--- src/rtl/mem_port_arbiter.sv ---
// mem_port_arbiter: shares one memory port between instruction fetch (IF)
// and the load/store unit (LSU). One transaction in flight at a time.
// LSU has fixed priority, and a starvation counter lets a waiting IF win
// after STARVE_MAX consecutive lost arbitrations.
// Optional build macro ARB_PERF_EN adds grant and IF-stall counters.
// Handshake: a request transfers on a cycle where valid and ready are both
// high. Requesters keep valid and payload stable until ready. Dropping valid
// before ready withdraws the request. mem_req_valid is held with stable
// payload until mem_req_ready.
module mem_port_arbiter #(
    parameter int unsigned STARVE_MAX = 4
) (
    input  logic        clk,
    input  logic        rst,
    input  logic        if_req_valid,
    output logic        if_req_ready,
    input  logic [63:0] if_addr,
    output logic        if_rsp_valid,
    output logic [31:0] if_rsp_data,
    input  logic        lsu_req_valid,
    output logic        lsu_req_ready,
    input  logic        lsu_we,
    input  logic [63:0] lsu_addr,
    input  logic [63:0] lsu_wdata,
    input  logic [7:0]  lsu_wmask,
    output logic        lsu_rsp_valid,
    output logic [63:0] lsu_rsp_data,
    output logic        mem_req_valid,
    input  logic        mem_req_ready,
    output logic        mem_we,
    output logic [63:0] mem_addr,
    output logic [63:0] mem_wdata,
    output logic [7:0]  mem_wmask,
    input  logic        mem_rsp_valid,
    input  logic [63:0] mem_rsp_data,
    output logic        busy,
`ifdef ARB_PERF_EN
    output logic [31:0] perf_if_grants,
    output logic [31:0] perf_lsu_grants,
    output logic [31:0] perf_if_stall,
`endif
    output logic [1:0]  dbg_state,
    output logic [3:0]  dbg_starve_cnt
);

    typedef enum logic [1:0] {
        IDLE = 2'd0,
        REQ  = 2'd1,
        RSP  = 2'd2
    } state_t;

    localparam logic [3:0] STARVE_LIM = STARVE_MAX[3:0];

    state_t     state;
    logic       owner_lsu;
    logic [3:0] starve_cnt;
    logic       starve_hit;
    logic       if_wins;
    logic       lsu_wins;
    logic       rsp_fire;

    // Arbitration happens only in IDLE. Readies are held low while rst is low,
    // so nothing is granted while the block is in reset.
    always_comb begin
        starve_hit = (starve_cnt == STARVE_LIM);
        if_wins    = rst && (state == IDLE) && if_req_valid &&
                     (!lsu_req_valid || starve_hit);
        lsu_wins   = rst && (state == IDLE) && lsu_req_valid &&
                     !(if_req_valid && starve_hit);
        rsp_fire   = (state == RSP) && mem_rsp_valid;
    end

    assign if_req_ready  = if_wins;
    assign lsu_req_ready = lsu_wins;

    // The response goes to whoever owns the transaction. The IF word is
    // selected by bit 2 of the captured address.
    assign if_rsp_valid  = rsp_fire && !owner_lsu;
    assign lsu_rsp_valid = rsp_fire && owner_lsu;
    assign if_rsp_data   = mem_addr[2] ? mem_rsp_data[63:32] : mem_rsp_data[31:0];
    assign lsu_rsp_data  = mem_rsp_data;

    assign busy           = (state != IDLE);
    assign dbg_state      = state;
    assign dbg_starve_cnt = starve_cnt;

    // Main FSM: capture the winner's request, present it to memory, wait for the response.
    always_ff @(posedge clk or negedge rst) begin
        if (!rst) begin
            state         <= IDLE;
            owner_lsu     <= 1'b0;
            starve_cnt    <= 4'd0;
            mem_req_valid <= 1'b0;
            mem_we        <= 1'b0;
            mem_addr      <= 64'd0;
            mem_wdata     <= 64'd0;
            mem_wmask     <= 8'd0;
        end else begin
            case (state)
                IDLE: begin
                    if (lsu_wins) begin
                        owner_lsu     <= 1'b1;
                        mem_req_valid <= 1'b1;
                        mem_we        <= lsu_we;
                        mem_addr      <= lsu_addr;
                        mem_wdata     <= lsu_wdata;
                        mem_wmask     <= lsu_wmask;
                        state         <= REQ;
                        if (if_req_valid && !starve_hit) begin
                            starve_cnt <= starve_cnt + 4'd1;
                        end
                    end else if (if_wins) begin
                        owner_lsu     <= 1'b0;
                        mem_req_valid <= 1'b1;
                        mem_we        <= 1'b0;
                        mem_addr      <= if_addr;
                        mem_wdata     <= 64'd0;
                        mem_wmask     <= 8'd0;
                        state         <= REQ;
                        starve_cnt    <= 4'd0;
                    end
                end
                REQ: begin
                    if (mem_req_ready) begin
                        mem_req_valid <= 1'b0;
                        state         <= RSP;
                    end
                end
                RSP: begin
                    if (mem_rsp_valid) begin
                        state <= IDLE;
                    end
                end
                default: begin
                    mem_req_valid <= 1'b0;
                    state         <= IDLE;
                end
            endcase
        end
    end

`ifdef ARB_PERF_EN
    // Free-running grant and IF-stall counters. They wrap at 2^32.
    always_ff @(posedge clk or negedge rst) begin
        if (!rst) begin
            perf_if_grants  <= 32'd0;
            perf_lsu_grants <= 32'd0;
            perf_if_stall   <= 32'd0;
        end else begin
            if (if_wins) begin
                perf_if_grants <= perf_if_grants + 32'd1;
            end
            if (lsu_wins) begin
                perf_lsu_grants <= perf_lsu_grants + 32'd1;
            end
            if (if_req_valid && !if_req_ready) begin
                perf_if_stall <= perf_if_stall + 32'd1;
            end
        end
    end
`endif

endmodule

--- config.mk ---
export PLATFORM = sky130hd
export DESIGN_NAME = mem_port_arbiter
export DESIGN_NICKNAME = d
export VERILOG_FILES = /design/src/rtl/mem_port_arbiter.sv
export SDC_FILE = /design/constraint.sdc
export NUM_CORES = 1
export LEC_CHECK = 0
export ABC_AREA = 1
export CAP_MARGIN = 0
export CORE_AREA = 2 2 202 204
export DETAILED_ROUTE_END_ITERATION = 16
export DIE_AREA = 0 0 204 206
export SLEW_MARGIN = 20
export SYNTH_ARGS = -nofsm -noshare
export SYNTH_HDL_FRONTEND = slang
export SYNTH_SLANG_ARGS = --single-unit
--- constraint.sdc ---
create_clock -name clk -period 1.7 [get_ports clk]
set_input_delay 0.34 -clock clk [delete_from_list [all_inputs] [get_ports clk]]
set_output_delay 0.34 -clock clk [all_outputs]
set_load 0.02 [all_outputs]
After elaboration in Yosys (flattened, before gate mapping)
Cells that the tools add are included.

storage, ports and cells
  bits in registers = 145
  output and inout bits = 245
  logic and storage cells = 61

cells by class
  add/subtract/negate cells = 1
  equality and inequality tests = 7
  mux-type cells = 22
  bitwise gates (word level) = 1
  reduce and logical (&&, ||, !) cells = 22

operators with widths
  operator                                                         count
  64-bit 2-to-1 mux                                                4
  32-bit 2-to-1 mux                                                1
  8-bit 2-to-1 mux                                                 2
  4-bit 2-to-1 mux                                                 3
  1-bit logical AND                                                10
  3-bit AND reduction                                              3
  2-bit 2-to-1 mux                                                 4
  1-bit 2-to-1 mux                                                 6
  2-bit one-hot mux with 3 select lines                            1
  4-bit by 1-bit adder with 4-bit output, second input constant    1
  4-bit by 3-bit == test with 1-bit output, second input constant  1
  1-bit zero test                                                  4
  2-bit != test, second input constant                             2
  2-bit nonzero test                                               2
  3-bit != test, second input constant                             1
  1-bit one-hot mux with 3 select lines                            1
  2-bit by 1-bit == test with 1-bit output, second input constant  1
  2-bit == test, second input constant                             1
  2-bit zero test                                                  1
  2-bit by 1-bit != test with 1-bit output, second input constant  1
  2-bit AND reduction                                              1
  1-bit logical OR                                                 1
  1-bit inverter                                                   1

Logic depth before layout (Yosys ltp)
Gate-level depths: netlist of run 1.

  depth after elaboration = 7
  depth in mapped cells = 9

Worst setup path before layout of run 1
No wires, ideal clock.

  path type = reg2out
  from = register starve_cnt[0] (netlist: dbg_starve_cnt[0])
  to = output port lsu_req_ready
  arrival = 1.328 ns
  required time = 1.360 ns
  slack = 0.032 ns
  cell stages (with the launch flop) = 7
  buffers on the path = 1
  path through = dfrtp_1 inv_1 ha_1 nand4_1 inv_1 nor2_2 buf_2

on the way
  cells in the longest elaborated chain, start to end = 4

RTL lines
  item                                      RTL line  source
  start, declared                           56        logic [3:0] starve_cnt;
  start signal, assigned                    110       starve_cnt <= starve_cnt + 4'd1;
  4-bit by 3-bit == test with 1-bit output  65        starve_hit = (starve_cnt == STARVE_LIM);
  1-bit logical AND                         69        !(if_req_valid && starve_hit);
  1-bit zero test                           69
  1-bit logical AND                         68        lsu_wins = rst && (state == IDLE) && lsu_req_valid &&
  end, declared                             21        output logic lsu_req_ready,

Every way passes these cells.

Worst setup path after layout of run 1
  from = register mem_addr[2]
  to = output port if_rsp_data[16]

on the way
  cells in the longest elaborated chain, start to end = 1

RTL lines
  item                    RTL line  source
  start, declared         31        output logic [63:0] mem_addr,
  start signal, assigned  105       mem_addr <= lsu_addr;
  start signal, assigned  116       mem_addr <= if_addr;
  32-bit 2-to-1 mux       80        assign if_rsp_data = mem_addr[2] ? mem_rsp_data[63:32] : mem_rsp_data[31:0];
  end, declared           19        output logic [31:0] if_rsp_data,

Every way passes these cells.

==> results of run 1 <==
[state kept, by name, indices dropped and copies added, names as in the netlist]
| name | cells |
|---|---|
| mem_addr | 64 |
| mem_we | 1 |
| mem_req_valid | 1 |
| owner_lsu | 1 |
| dbg_state | 2 |
| mem_wdata | 64 |
| mem_wmask | 8 |
| dbg_starve_cnt | 4 |
[worst paths after layout]
check	to	slack (ns)
worst max register to register	dbg_starve_cnt[0]$_DFFE_PN0P_	-0.11
worst min register to register	mem_wdata[7]$_DFFE_PN0P_	0.47
min in group asynchronous	mem_wdata[50]$_DFFE_PN0P_	0.53
max in group asynchronous	mem_addr[2]$_DFFE_PN0P_	0.23
worst min-delay path	mem_wdata[58]$_DFFE_PN0P_	0.42
worst max-delay path	if_rsp_data[16]	-0.33
[worst max-delay path, delay by kind of cell, from the launching register on]
| kind | cells | cell delay (ns) |
|---|---|---|
| buffers and inverters | 2 | 0.49 |
| DFF | 1 | 0.41 |
| muxes | 1 | 0.35 |
[metal layers]
layer  global-route usage, %  wire [um]  up-vias  share of wire (%)
met1                    20.2      15800     4188                 39
met2                    31.9      21100      407                 52
met4                    7.35       1230        0                3.0
met3                    4.26       2600       63                6.4
li1                        -          -     4056                  -
met5                       0          0        -                  0
[power groups by stage]
stage               logic (mW)  registers, mW  clock network (mW)
global placement          12.4           6.05                   0
global route              14.5           6.20                3.97
finish                    13.5           6.01                3.70
floorplan                 4.29           7.98                   0
detailed placement        12.5           6.04                   0
CTS                       12.6           5.97                3.84
[logic make-up (layout without fill, tap and decap cells)]
kind of cell / after synthesis / after routing / share of synthesized area (%)
AO/OA/AOI/OAI: 4 / 4 / 0.296
XOR/XNOR: 1 / 1 / 0.115
adder cells (fa/ha/maj): 2 / 2 / 0.329
buffers and inverters: 201 / 753 / 14.9
flip-flops: 145 / 145 / 47.7
multiplexers: 32 / 32 / 4.74
other: 0 / 2 / 0
AND/OR/NAND/NOR: 574 / 575 / 31.9
[cells in the final DEF (no fill, tap or decap), types with 2 or more instances in the layout]
cell,n
buf_12,27
buf_16,8
buf_2,12
buf_4,68
buf_6,27
buf_8,6
clkbuf_16,28
clkdlybuf4s15_2,9
clkdlybuf4s50_1,269
clkinvlp_4,4
dfrtp_1,144
diode_2,2
dlygate4sd2_1,207
inv_1,61
inv_2,12
inv_6,7
inv_8,2
mux2_2,32
nand2_1,276
nand2_2,67
nand2_4,19
nand2_8,3
nand3_1,101
nand3_2,86
nand3_4,13
nor2_1,5
nor2_4,3
o21ai_0,2
[repair_timing]
item	in CTS	in global routing
pin swaps	65	64
buffers inserted	23	18
endpoints found under the setup margin	386	228
resized for setup	468	192
endpoints found under the hold margin	47	0
hold buffers	1	0
gates cloned	14	16
[per-stage QoR]
step / TNS, ns / setup WS [ns] / area (um^2)
floorplan: 0 / 0.0323 / 7600
global placement: -69.28 / -0.476 / 13300
detailed placement: -78.99 / -0.542 / 13300
CTS: -20.80 / -0.385 / 14700
global route: -29.81 / -0.379 / 15600
finish: -15.80 / -0.329 / 15600
[cell type report]
cell class | count | area [um^2]
Antenna cell | 2 | 5.00
Clock buffer | 18 | 439
Clock inverter | 14 | 119
Fill cell | 4028 | 24600
Inverter | 75 | 289
Multi-Input combinational cell | 614 | 3820
Sequential cell | 145 | 3630
Tap cell | 532 | 666
Timing Repair Buffer | 646 | 6630
==> flow_summary.json, run 1 <==
{
  "die_area_um2": 42000,
  "clock_latency_ns": 0.44,
  "yosysMostFrequentCell": "nand2_1",
  "worstHoldPathType": "in -> reg",
  "power_density_nw_per_um2": 1490,
  "first_iter_violations": 382,
  "ant_nets": 0,
  "fp.dieH_um": 206,
  "required_ns": 1.36,
  "cts_buffer_depth": 2,
  "cts_tree": "built",
  "hold_ws_ns": 0.421,
  "p_int_mw": 12.8,
  "routedWlPerCell_um": 19.9,
  "p_sw_share_pct": 44.6,
  "syn2layout_area_growth_pct": 105,
  "timing.final.ws_setup_ns": -0.329,
  "synth.area.top_cells": "dfrtp_1 48%, nand2_1 18%, nand3_1 13%",
  "p_sw_mw": 10.4,
  "dp.cells": 1953,
  "die_w_um": 204,
  "nNetsFinal": 1772,
  "drt_pass1_iterations": 5,
  "combPwrFrac_pct": 58.1,
  "synth-async-reset-ratio_pct": 100,
  "vias_per_cell": 4.26,
  "status": "complete, but fails checks",
  "gr-total-overflow": 0,
  "critPathKind": "reg -> out",
  "tightest_slew_ns": 0.788,
  "clk_pin_slew_worst_paths_ns": 0.07,
  "via_count": 8714,
  "dp_hpwl_mm": 27.3,
  "holdPathStages": 3,
  "synthFlopType": "dfrtp_1",
  "yosysUniqueCellTypes": 20,
  "period_share_pct": 119,
  "cts_buffers": 17,
  "grt_use_total_pct": 17.8,
  "synthTopCellsByCount": "364 x nand2_1, 198 x nand3_1, 145 x dfrtp_1",
  "clock_skew_ns": 0.0122,
  "hold_viol": 0,
  "synth_top_area_share_pct": 47.7,
  "synth_edf_count": 0,
  "ys.warnings.count": 0,
  "crit_start": "mem_addr[2]$_DFFE_PN0P_",
  "crit_fanout": 10,
  "critical_path.endpoint_type": "output pin",
  "netlist_area_um2": 7600,
  "regToRegStartpoint": "dbg_state[0]$_DFFE_PN0P_",
  "clock-sinks": 145,
  "core-area_um2": 40200,
  "yosysSeqAreaShare_pct": 47.7,
  "synthesis.instances": 959,
  "antenna_found_initial": 2,
  "drc": 0,
  "first_global_vias": 8606,
  "p_leak_nw": 7.79,
  "grt_pass1_wl_mm": 54.8,
  "finalSetupViolCount": 160,
  "synth_seq_cells": 145,
  "grt_max_degree": 57,
  "irDropWorstVdd_v": 0.000691,
  "drv_cap": 0,
  "h-tree-depth": 4,
  "drive_gt1_share_pct": 29.2,
  "crit_slowest_cell": "dfrtp_2",
  "max_freq_ghz": 0.493,
  "initial_core_util_pct": 18.9,
  "wl_mm": 40.8,
  "post-route-min-period_ns": 2.03,
  "io_pins": 516,
  "avgSynthCellArea_um2": 7.93,
  "p_clk_share_pct": 16.0,
  "port-buffer-count": 515,
  "seqPwrFrac_pct": 25.9,
  "power_mw": 23.2,
  "num_rows": 74,
  "crit_arrival_ns": 1.69,
  "synth_nets": 1232,
  "fin_util_pct": 38.8,
  "crit_path_start_kind": "flop",
  "synth_top_cell_by_area": "dfrtp_1",
  "slew_headroom_pct": 47.5,
  "hp-start": "lsu_wdata[58]",
  "drv_slew": 0,
  "rsz0062_at_grt": "true",
  "finalNonFillerCells": 2046,
  "ctsRootBufferMaster": "clkbuf_16",
  "worstRegToRegCells": 11,
  "cpPeakStageDelay_ns": 0.41,
  "violations": "negative setup slack",
  "gp_congestion": 0.866,
  "crit_path_cell_trace": "buf_6 -> mux2_2 -> dlygate4sd2_1"
}
Power figures use the tool's default switching activity.
==> run 2, diff against run 1 <==
- TNS_END_PERCENT: unset -> 1
==> run 2 against run 1 <==
  * The run still ends with negative setup slack left
  * Sequential cell count unchanged
  * Non-clock buffer count decreased by 50
  * First-iteration DRC count increased by 13%
  * Fmax increased by 0.30%
  * Critical path depth unchanged
  * Critical endpoint unchanged
  * Largest cell class unchanged
  * Largest power group unchanged
==> flow_summary.json, run 2 (synthesized netlist as in run 1, its figures left out) <==
{
  "critPathKind": "reg -> out",
  "critical_path.endpoint_type": "output pin",
  "layout_commonest_cell": "nand2_1",
  "tns_ns": -8.99,
  "ctsRootBufferMaster": "clkbuf_16",
  "dp_hpwl_mm": 27.3,
  "r2r-end": "mem_addr[2]$_DFFE_PN0P_",
  "period_share_pct": 119,
  "post-route-min-period_ns": 2.02,
  "p_sw_mw": 9.33,
  "nNetsFinal": 1721,
  "clock_latency_ns": 0.44,
  "antenna_found_initial": 4,
  "io_pins": 516,
  "power_density_nw_per_um2": 1540,
  "seqPwrFrac_pct": 28.3,
  "gp_congestion": 0.866,
  "p_clk_share_pct": 17.4,
  "grt_use_total_pct": 16.2,
  "initial_core_util_pct": 18.9,
  "violations": "negative setup slack",
  "grt_max_degree": 57,
  "via_count": 8121,
  "num_rows": 74,
  "p_leak_nw": 7.05,
  "hold_viol": 0,
  "p_sw_share_pct": 44.2,
  "clk_pin_slew_worst_paths_ns": 0.07,
  "combPwrFrac_pct": 54.3,
  "wl_mm": 35.2,
  "die_area_um2": 42000,
  "drv_slew": 0,
  "worstRegToRegCells": 11,
  "crit_arrival_ns": 1.68,
  "cts_buffers": 17,
  "fill_cells": 4238,
  "max_freq_ghz": 0.494,
  "worstHoldPathType": "in -> async",
  "syn2layout_area_growth_pct": 80.4,
  "slew_headroom_pct": 48.4,
  "drive_gt1_share_pct": 15.9,
  "tightest_slew_ns": 0.774,
  "first_iter_violations": 432,
  "grt_pass1_wl_mm": 50.4,
  "cts_buffer_depth": 2,
  "drc": 0,
  "die_w_um": 204,
  "finalNonFillerCells": 1997,
  "port-buffer-count": 515,
  "r2r_slack_ns": -0.11,
  "finalSetupViolCount": 71,
  "hold_ws_ns": 0.222,
  "irDropWorstVdd_v": 0.000724,
  "regToRegStartpoint": "dbg_state[0]$_DFFE_PN0P_",
  "vias_per_cell": 4.07,
  "fp.dieH_um": 206,
  "p_int_mw": 11.8,
  "dp.cells": 1953,
  "timing.final.ws_setup_ns": -0.323,
  "h-tree-depth": 4,
  "routedWlPerCell_um": 17.6,
  "cts_tree": "built",
  "crit_path_start_kind": "flop",
  "drt_pass1_iterations": 5,
  "clock_skew_ns": 0.00965,
  "first_global_vias": 8116,
  "drv_cap": 0,
  "gr-total-overflow": 0,
  "crit_fanout": 10,
  "mostFrequentLayoutCells": "356 x nand2_1, 269 x clkdlybuf4s50_1, 195 x nand3_1",
  "core-area_um2": 40200,
  "largestRegisters": "mem_addr x64, mem_wdata x64, mem_wmask x8",
  "status": "complete, but fails checks",
  "ant_nets": 0,
  "required_ns": 1.36,
  "clock-sinks": 145,
  "rsz0062_at_grt": "true"
}
run 2: layout make-up:
class / count / area, um^2 / area share, %
timing repair buffer: 596 / 5630 / 41.1
sequential: 145 / 3630 / 26.5
multi-input combinational: 613 / 2940 / 21.4
tap: 532 / 666 / 4.85
clock buffer: 18 / 439 / 3.20
inverter: 75 / 282 / 2.05
clock inverter: 14 / 119 / 0.867
antenna: 4 / 10.0 / 0.0730
run 2: worst max-delay path: stages (launching register included):
cell           delay [ns]
dfrtp_2              0.41
buf_6                0.17
mux2_2               0.34
dlygate4sd2_1        0.32
run 2: power groups by stage:
stage	clock network (mW)	registers (mW)	logic (mW)
floorplan	0	7.98	4.29
global route	3.97	6.17	12.5
finish	3.68	5.97	11.5
global placement	0	6.05	12.4
CTS	3.84	5.96	11.5
detailed placement	0	6.04	12.5
run 2: worst max-delay path by stage:
stage / from / end / slack, ns / cells past startpoint
global route: mem_addr[2]$_DFFE_PN0P_ / if_rsp_data[16] / -0.38 / 3
CTS: mem_addr[2]$_DFFE_PN0P_ / if_rsp_data[29] / -0.38 / 3
detailed placement: lsu_req_valid / dbg_state[0]$_DFFE_PN0P_ / -0.54 / 7
floorplan: dbg_starve_cnt[0]$_DFFE_PN0P_ / lsu_req_ready / 0.03 / 6
global placement: lsu_req_valid / dbg_state[0]$_DFFE_PN0P_ / -0.48 / 7
finish: mem_addr[2]$_DFFE_PN0P_ / if_rsp_data[16] / -0.32 / 3
run 2: through the flow:
stage          instance area [um^2]  utilization [%]  power, mW  setup WS [ns]
6_report                      13700             34.1       21.1         -0.323
5_1_grt                       13700             34.1       22.6         -0.381
4_1_cts                       13600             33.9       21.3         -0.385
3_5_place_dp                  13300             33.1       18.6         -0.542
3_3_place_gp                  13300             33.1       18.5         -0.476
2_1_floorplan                  7600                -       12.3         0.0323
run 2: layer usage:
layer	up-vias	share of wire [%]	track usage, %	wire length [um]
met2	346	52	29.4	18500
met5	-	0	0	0
met4	0	2.8	6.60	984
met3	40	7.1	4.27	2510
met1	3799	38	17.8	13300
li1	3936	-	-	-
run 2: what timing repair did:
action / 4_1_cts / 5_1_grt
hold buffers: 2 / 0
endpoints found under the setup margin: 386 / 221
endpoints found under the hold margin: 47 / 0
setup buffers: 2 / 4
pin swaps: 1 / 7
resized for setup: 352 / 29
==> run 3, diff against run 2 <==
--- a/config.mk
+++ b/config.mk
@@ -12,3 +12,2 @@
 export DIE_AREA = 0 0 204 206
-export SLEW_MARGIN = 20
 export SYNTH_ARGS = -nofsm -noshare
--- a/constraint.sdc
+++ b/constraint.sdc
@@ -3,2 +3,2 @@
 set_output_delay 0.34 -clock clk [all_outputs]
-set_load 0.02 [all_outputs]
+set_load 0.01 [all_outputs]
==> run 3 against run 2 <==
  * The run still ends with negative setup slack left
  * Combinational power shrank 12%
  * Fmax grew 3.1%
  * Routed wire length grew 0.32%
  * Global-route usage grew 0.21 points
  * First-iteration DRC count grew 7.6%
  * Worst setup slack gained 0.061 ns
  * Count of clock-buffer cells in the layout grew 1
  * Clock skew shrank 0.0015 ns
  * Non-clock buffer count grew 5
  * Final cell count grew 0.25%
  * Hold slack lost 0.035 ns
  * Clock power shrank 2%
  * Highest routed layer unchanged
==> flow_summary.json, run 3 (synthesized netlist as in run 1, its figures left out) <==
{
  "hold_ws_ns": 0.187,
  "fp.dieH_um": 206,
  "num_rows": 74,
  "gp_congestion": 0.875,
  "p_leak_nw": 7.12,
  "grt_pass1_wl_mm": 51.2,
  "first_global_vias": 8254,
  "r2r_slack_ns": 0.08,
  "drc": 0,
  "die_area_um2": 42000,
  "crit_fanout": 5,
  "drt_pass1_iterations": 5,
  "gr-total-overflow": 0,
  "wl_met2_mm": 18.4,
  "tightest_slew_ns": 0.827,
  "first_iter_violations": 465,
  "status": "complete, but fails checks",
  "p_sw_share_pct": 39.4,
  "dp_slack_ns": -0.508,
  "critPathKind": "reg -> out",
  "drv_cap": 0,
  "ctsRootBufferMaster": "clkbuf_16",
  "required_ns": 1.36,
  "rsz0062_at_grt": "true",
  "hold_viol": 0,
  "h-tree-depth": 4,
  "combPwrFrac_pct": 51.2,
  "port-buffer-count": 515,
  "max_freq_ghz": 0.510,
  "grt_max_degree": 65,
  "io_pins": 516,
  "timing.final.ws_setup_ns": -0.262,
  "dp_hpwl_mm": 27.4,
  "die_w_um": 204,
  "met3_length_mm": 2.56,
  "cts_buffers": 17,
  "critical_path.endpoint_type": "output pin",
  "p_sw_mw": 7.75,
  "nNetsFinal": 1726,
  "seqPwrFrac_pct": 30.5,
  "top_layer": "met4",
  "grt_use_total_pct": 16.4,
  "cts_tree": "built",
  "wl_mm": 35.3,
  "largestRegisters": "mem_addr x64, mem_wdata x64, mem_wmask x8",
  "power_density_nw_per_um2": 1430,
  "crit_path_start_kind": "flop",
  "ant_nets": 0,
  "p_int_mw": 11.9,
  "clock_latency_ns": 0.45,
  "antenna_found_initial": 3,
  "drive_gt1_share_pct": 15.9,
  "vias_per_cell": 4.11,
  "syn2layout_area_growth_pct": 80.9,
  "core-area_um2": 40200,
  "p_clk_share_pct": 18.3,
  "crit_arrival_ns": 1.62,
  "clock-sinks": 145,
  "routedLengthMet1_mm": 13.4,
  "layout_commonest_cell": "nand2_1",
  "violations": "negative setup slack",
  "drv_slew": 0,
  "cts_buffer_depth": 2,
  "post-route-min-period_ns": 1.96,
  "fill_cells": 4270,
  "via_count": 8222,
  "finalSetupViolCount": 37,
  "irDropWorstVdd_v": 0.000715,
  "clk_pin_slew_worst_paths_ns": 0.07,
  "period_share_pct": 115,
  "initial_core_util_pct": 18.9,
  "mostFrequentLayoutCells": "361 x nand2_1, 269 x clkdlybuf4s50_1, 197 x nand3_1",
  "clock_skew_ns": 0.00813,
  "slew_headroom_pct": 44.9,
  "worstHoldPathType": "in -> async",
  "routedWlPerCell_um": 17.7
}
==> run 3: worst max-delay path: stages (launching register included) <==
cell	delay, ns
dfrtp_2	0.46
buf_6	0.15
buf_8	0.12
mux2_4	0.31
buf_6	0.12
==> run 3: worst paths after layout <==
path | depth (start not counted) | from | endpoint
max in group asynchronous | 4 | rst | mem_addr[57]$_DFFE_PN0P_
hold / removal | 3 | rst | mem_wdata[52]$_DFFE_PN0P_
min in group clk | 6 | rst | dbg_starve_cnt[3]$_DFFE_PN0P_
hold reg to reg | 2 | mem_wdata[47]$_DFFE_PN0P_ | mem_wdata[47]$_DFFE_PN0P_
setup reg to reg | 8 | dbg_starve_cnt[1]$_DFFE_PN0P_ | mem_addr[40]$_DFFE_PN0P_
setup / recovery | 4 | mem_addr[2]$_DFFE_PN0P_ | if_rsp_data[21]
==> run 3: area by class of cell <==
class,instances,area [um^2],share of cell area (%)
Clock inverter,13,114,0.828
Sequential cell,145,3630,26.4
Multi-Input combinational cell,613,2930,21.3
Clock buffer,19,433,3.15
Tap cell,532,666,4.84
Antenna cell,4,10.0,0.0728
Timing Repair Buffer,601,5690,41.4
Inverter,75,282,2.05
==> run 3: per-layer routing <==
metal	track usage, %	vias to the layer above
met2	29.8	358
met3	4.53	43
met1	17.8	3881
li1	-	3940
met4	7.01	0
met5	0	-
==> run 3: power by group through the flow <==
stage / clock (mW) / combinational, mW / sequential (mW)
3_5_place_dp: 0 / 11.1 / 6.06
6_report: 3.61 / 10.1 / 6.00
2_1_floorplan: 0 / 4.02 / 6.75
4_1_cts: 3.76 / 10.4 / 6.00
5_1_grt: 3.91 / 11.0 / 6.20
3_3_place_gp: 0 / 11.0 / 6.05
==> run 3: metrics by stage <==
stage                     power (mW)  setup TNS [ns]  cells  area (um^2)  util (%)
final                           19.7           -7.56   2002        13800      34.2
after global routing            21.2          -10.15   2001        13800      34.2
after CTS                       20.2          -13.25   2003        13800      34.4
after detailed placement        17.1          -72.04   1960        13300      33.2
after global placement          17.0          -62.85   1960        13300      33.2
after floorplan                 10.8               0    959         7600         -
==> run 3: timing repair <==
action                                  4_1_cts  5_1_grt
gates cloned                                  3        0
setup buffers                                 7        1
gates resized for setup                     413       18
endpoints found under the setup margin      384      115
pin swaps                                     4        1
endpoints found under the hold margin        37        0
hold buffers                                  1        0
